**config.mk**
```make
export PLATFORM = sky130hd
export DESIGN_NAME = issue_ctrl
export DESIGN_NICKNAME = d
export VERILOG_FILES = /design/src/rtl/issue_ctrl.sv
export SDC_FILE = /design/constraint.sdc
export NUM_CORES = 1
export LEC_CHECK = 0
export ABC_CLOCK_PERIOD_IN_PS = 4700
export CAP_MARGIN = 20
export CORE_MARGIN = 4
export CORE_UTILIZATION = 45
export DETAILED_ROUTE_END_ITERATION = 16
export GPL_TIMING_DRIVEN = 0
export PLACE_DENSITY = 0.71
export SYNTH_ARGS = -nofsm -noshare
export SYNTH_HDL_FRONTEND = slang
export SYNTH_SLANG_ARGS = --single-unit
```
**constraint.sdc**
```tcl
create_clock -name clk -period 4.7 [get_ports clk]
set_clock_uncertainty 0.2 [all_clocks]
set_input_delay 0.94 -clock clk [delete_from_list [all_inputs] [get_ports clk]]
set_output_delay 0.94 -clock clk [all_outputs]
set_load 0.005 [all_outputs]
```
**src/rtl/issue_ctrl.sv**
```systemverilog
// Issue/hazard controller between decode and id_ex: long-latency scoreboard,
// issue/stall/flush decision, post-jump flush sequencing and stall counter.
module issue_ctrl #(
  parameter int unsigned FLUSH_CYCLES = 2,
  parameter int unsigned CNT_W        = 16
) (
  input  logic             clk,
  input  logic             rst,
  input  logic             id_valid_i,
  input  logic [4:0]       id_rs1_addr_i,
  input  logic [4:0]       id_rs2_addr_i,
  input  logic [4:0]       id_rd_addr_i,
  input  logic             id_reg_wen_i,
  input  logic             id_long_i,
  input  logic             ex_ready_i,
  input  logic             jump_en_i,
  input  logic             wb_valid_i,
  input  logic [4:0]       wb_rd_addr_i,
  output logic             issue_o,
  output logic             stall_o,
  output logic             flush_o,
  output logic [31:0]      busy_o,
  output logic [1:0]       state_o,
  output logic [CNT_W-1:0] stall_cnt_o
);

  typedef enum logic [1:0] {
    RUN   = 2'd0,
    STALL = 2'd1,
    FLUSH = 2'd2
  } state_e;

  localparam logic [3:0] FLUSH_LOAD = 4'(FLUSH_CYCLES - 1);

  state_e           state_q, state_d;
  logic [3:0]       fcnt_q, fcnt_d;
  logic [31:0]      busy_q, busy_d;
  logic [CNT_W-1:0] stall_cnt_q, stall_cnt_d;

  logic [31:0] wake, set, eff_busy;
  logic        hazard;

  always_comb begin
    wake = '0;
    if (wb_valid_i && wb_rd_addr_i != 5'd0) wake[wb_rd_addr_i] = 1'b1;
  end

  // A writeback this cycle already satisfies its readers (wakeup bypass).
  assign eff_busy = busy_q & ~wake;

  assign hazard = id_valid_i &&
                  ((id_rs1_addr_i != 5'd0 && eff_busy[id_rs1_addr_i]) ||
                   (id_rs2_addr_i != 5'd0 && eff_busy[id_rs2_addr_i]) ||
                   (id_reg_wen_i && id_rd_addr_i != 5'd0 && eff_busy[id_rd_addr_i]));

  assign flush_o = jump_en_i || (state_q == FLUSH);
  assign issue_o = id_valid_i && !hazard && ex_ready_i && !flush_o;
  assign stall_o = id_valid_i && !issue_o && !flush_o;

  always_comb begin
    set = '0;
    if (issue_o && id_long_i && id_reg_wen_i && id_rd_addr_i != 5'd0)
      set[id_rd_addr_i] = 1'b1;
  end

  assign busy_d = eff_busy | set;

  always_comb begin
    state_d = state_q;
    fcnt_d  = fcnt_q;
    if (jump_en_i) begin
      fcnt_d  = FLUSH_LOAD;
      state_d = (FLUSH_CYCLES == 1) ? RUN : FLUSH;
    end else if (state_q == FLUSH) begin
      if (fcnt_q == 4'd1) begin
        state_d = RUN;
        fcnt_d  = 4'd0;
      end else begin
        fcnt_d  = fcnt_q - 4'd1;
      end
    end else begin
      state_d = stall_o ? STALL : RUN;
    end
  end

  always_comb begin
    stall_cnt_d = stall_cnt_q;
    if (stall_o && stall_cnt_q != '1) stall_cnt_d = stall_cnt_q + CNT_W'(1);
  end

  always_ff @(posedge clk) begin
    if (rst) begin
      state_q     <= RUN;
      fcnt_q      <= 4'd0;
      busy_q      <= '0;
      stall_cnt_q <= '0;
    end else begin
      state_q     <= state_d;
      fcnt_q      <= fcnt_d;
      busy_q      <= busy_d;
      stall_cnt_q <= stall_cnt_d;
    end
  end

  assign busy_o      = busy_q;
  assign state_o     = state_q;
  assign stall_cnt_o = stall_cnt_q;

endmodule
```
==> flow_summary.yaml <==
global_routing:
  grt_max_degree: 17
  grt_pass1_vias: 3866
  gr-total-overflow: 0
  grt_pass1_wl_um: 20600
  track_usage: 0.262
  antenna_found_initial: 0
route:
  wire_per_inst_um: 20.8
  vias: 4117
  vias_per_cell: 6.46
  dr.pass1.iters: 6
  routed_wl_um: 13200
  antenna_left: 0
  drc: 0
  drt_iter0_drc: 442
synthesis:
  syn_avg_cell_area_um2: 8.41
  yosysSeqAreaShare: 0.292
  netlist_instances: 440
  async_reset_ff_frac: 0
  ys_types: 74
  synth-simple-area-share: 0.262
  synth_area_um2: 3700
  synth_edf_count: 0
  synthMuxAreaShare: 0.123
  synthXorXnorAreaFrac: 0.0118
  ys_dominant_reg_cell: "dfxtp_1"
  synth-compound-area-share: 0.242
  synth_top_family_by_area: "simple AND/OR/NAND/NOR gates"
  ys_seq_elements: 54
  synth_nets: 471
  ys_warn_count: 0
  synthAdderAreaFrac: 0.0101
clock_network:
  clk_latency_ns: 0.32
  cts_buffers: 5
  cts_sinks: 54
  cts_tree: "done"
  hold_buffers: 0
  h-tree-depth: 2
  clockBufferDepth: 2
  path_clk_slew_ns: 0.10
  cts_root_buf: "clkbuf_8"
placed_design:
  hpwlAfterDp_um: 9580
  place_congestion: 1.02
  pre_cts_ws_ns: -0.959
  place_area_um2: 4580
  io_buffer_count: 75
timing:
  hold_slack_ns: 0.323
  setup-tns-final_ns: 0
  maxSlewViolCount: 0
  fin_crit_ns: 4.60
  setup_viol: 0
  rsz0062_at_grt: "false"
  tightest_slew_ns: 0.626
  hold_violations: 0
  fin_ws_ns: 0.0960
  post-route-period-util: 0.980
  fmaxAchievable_mhz: 217
  max_slew_margin: 0.582
pwr:
  p_per_area_nw_per_um2: 190
  peakVddDrop_mv: 0.120
  leakage_uw: 0.00164
worst_setup_path:
  critPathMaxFanout: 6
  critical_path_class: "in -> out"
  crit_arrival_ns: 3.46
  crit_required_ns: 3.56
  crit_path_start_kind: "input port"
  critPathCaptureType: "output pin"
status:
  outcome: "completed"
floorplan:
  io_pins: 81
  num_rows: 32
  start_util: 0.471
  coreArea_um2: 7850
  die_y_um: 98.7
  die_area_um2: 9740
  die_w_um: 98.7
final_layout:
  final_util: 0.624
  nNetsFinal: 565
  area_growth_pct: 32.3
  final_area_um2: 4890
  diodes: 0
  layout-drive-gt1-share: 0.172
run:
  maxCapViolations: 0
hold_path:
  hp-class: "reg -> reg"
through the flow:
stage          cells  total power (uW)
2_1_floorplan    440               571
3_3_place_gp     617               638
3_5_place_dp     617               639
4_1_cts          632               928
5_1_grt          637               966
6_report         637               931
cell usage in the layout (no fill, tap or decap), drive strengths merged, types with 3 or more instances in the layout:
cell type and n:
nor3 9, nand4bb 3, nand2 29, a21oi 12, nor4b 4, dlygate4sd2 3
buf 24, nand3b 3, o21ai 40, a31oi 10, or3 4, xnor2 4
a311oi 7, nand2b 4, clkbuf 26, o2111ai 3, nor2b 14, inv 19
a2111oi 3, and2 4, nand4 12, o22ai 24, ha 3, and3 4
nor3b 7, dfxtp 54, nand3 20, nor4 3, mux2i 13, o211ai 17
clkdlybuf4s50 69, nand4b 3, nor2 32, mux4 8, mux2 13
cells in the mapped netlist, types with 3 or more instances:
cell type | number | area share
a311oi_1 | 7 | 0.017
nor4b_2 | 3 | 0.012
nand2_1 | 29 | 0.029
and3_1 | 4 | 0.0068
nor2b_1 | 14 | 0.024
nand3b_1 | 3 | 0.0061
nor2_1 | 32 | 0.032
dfxtp_1 | 54 | 0.29
buf_2 | 4 | 0.0054
o21ai_1 | 9 | 0.012
buf_6 | 3 | 0.0091
ha_1 | 3 | 0.010
mux2_2 | 11 | 0.033
nor3b_1 | 7 | 0.014
nand2b_1 | 4 | 0.0068
or3_1 | 4 | 0.0068
o2111ai_1 | 3 | 0.0071
inv_1 | 18 | 0.018
o22ai_1 | 22 | 0.037
and2_1 | 4 | 0.0068
mux2i_1 | 13 | 0.035
clkbuf_1 | 18 | 0.018
a21oi_1 | 11 | 0.015
o21ai_0 | 29 | 0.039
o211ai_1 | 17 | 0.034
mux4_2 | 8 | 0.049
xnor2_1 | 4 | 0.0095
nand3_1 | 18 | 0.024
a31oi_1 | 10 | 0.017
nand4_1 | 10 | 0.017
nor3_1 | 9 | 0.012
worst paths after layout:
check	cells after the start	startpoint	to	slack (ns)
max	10	id_rs1_addr_i[2]	stall_o	0.1
min reg2reg	2	stall_cnt_o[1]	stall_cnt_o[1]	0.32
min	2	stall_cnt_o[1]	stall_cnt_o[1]	0.32
max reg2reg	10	busy_o[17]	stall_cnt_o[5]	1.61
critical path: stages:
cell,delay [ns]
clkdlybuf4s50_1,0.57
inv_2,0.18
mux4_2,0.51
or4b_1,0.53
o21ai_2,0.10
nor4b_4,0.08
a31o_1,0.20
buf_6,0.12
inv_1,0.04
clkdlybuf4s15_2,0.19
logic make-up after synthesis:
family | Yosys count
compound gates | 133
simple gates | 163
buf+inv | 48
xor+xnor | 5
flops | 54
mux | 34
fa+ha+maj | 3
state kept, by name (all words and copies together) (netlist names):
register and cells:
stall_cnt_o 16, fcnt_q 4, state_o 2, busy_o 32
per-layer routing:
layer	routed length, um	GRT usage	part of all wire
met5	0	0	0
met4	297	0.0725	0.022
met3	1220	0.0609	0.092
met2	5900	0.399	0.45
met1	5830	0.371	0.44
cell type report:
type                    instances  area (um2)
fillers                       714        2950
multi-input cells             338        2510
flip-flops and latches         54        1080
repair buffers                 87         841
plain buffers                  29         169
well taps                     102         128
clock buffers                   7        86.3
inverters                      19        71.3
clock inverters                 1        8.76
power by group:
part / internal (uW) / switching (uW)
registers: 461 / 3.29
logic: 71.6 / 112
clock network: 122 / 162
what timing repair did:
item	in CTS	in global routing
cloned	0	0
gates resized for setup	45	16
endpoints found under the setup margin	2	2
buffers inserted	7	5
pin swaps	6	5
endpoints found under the hold margin	0	0
Note: power is estimated with default switching activity, not from simulation.
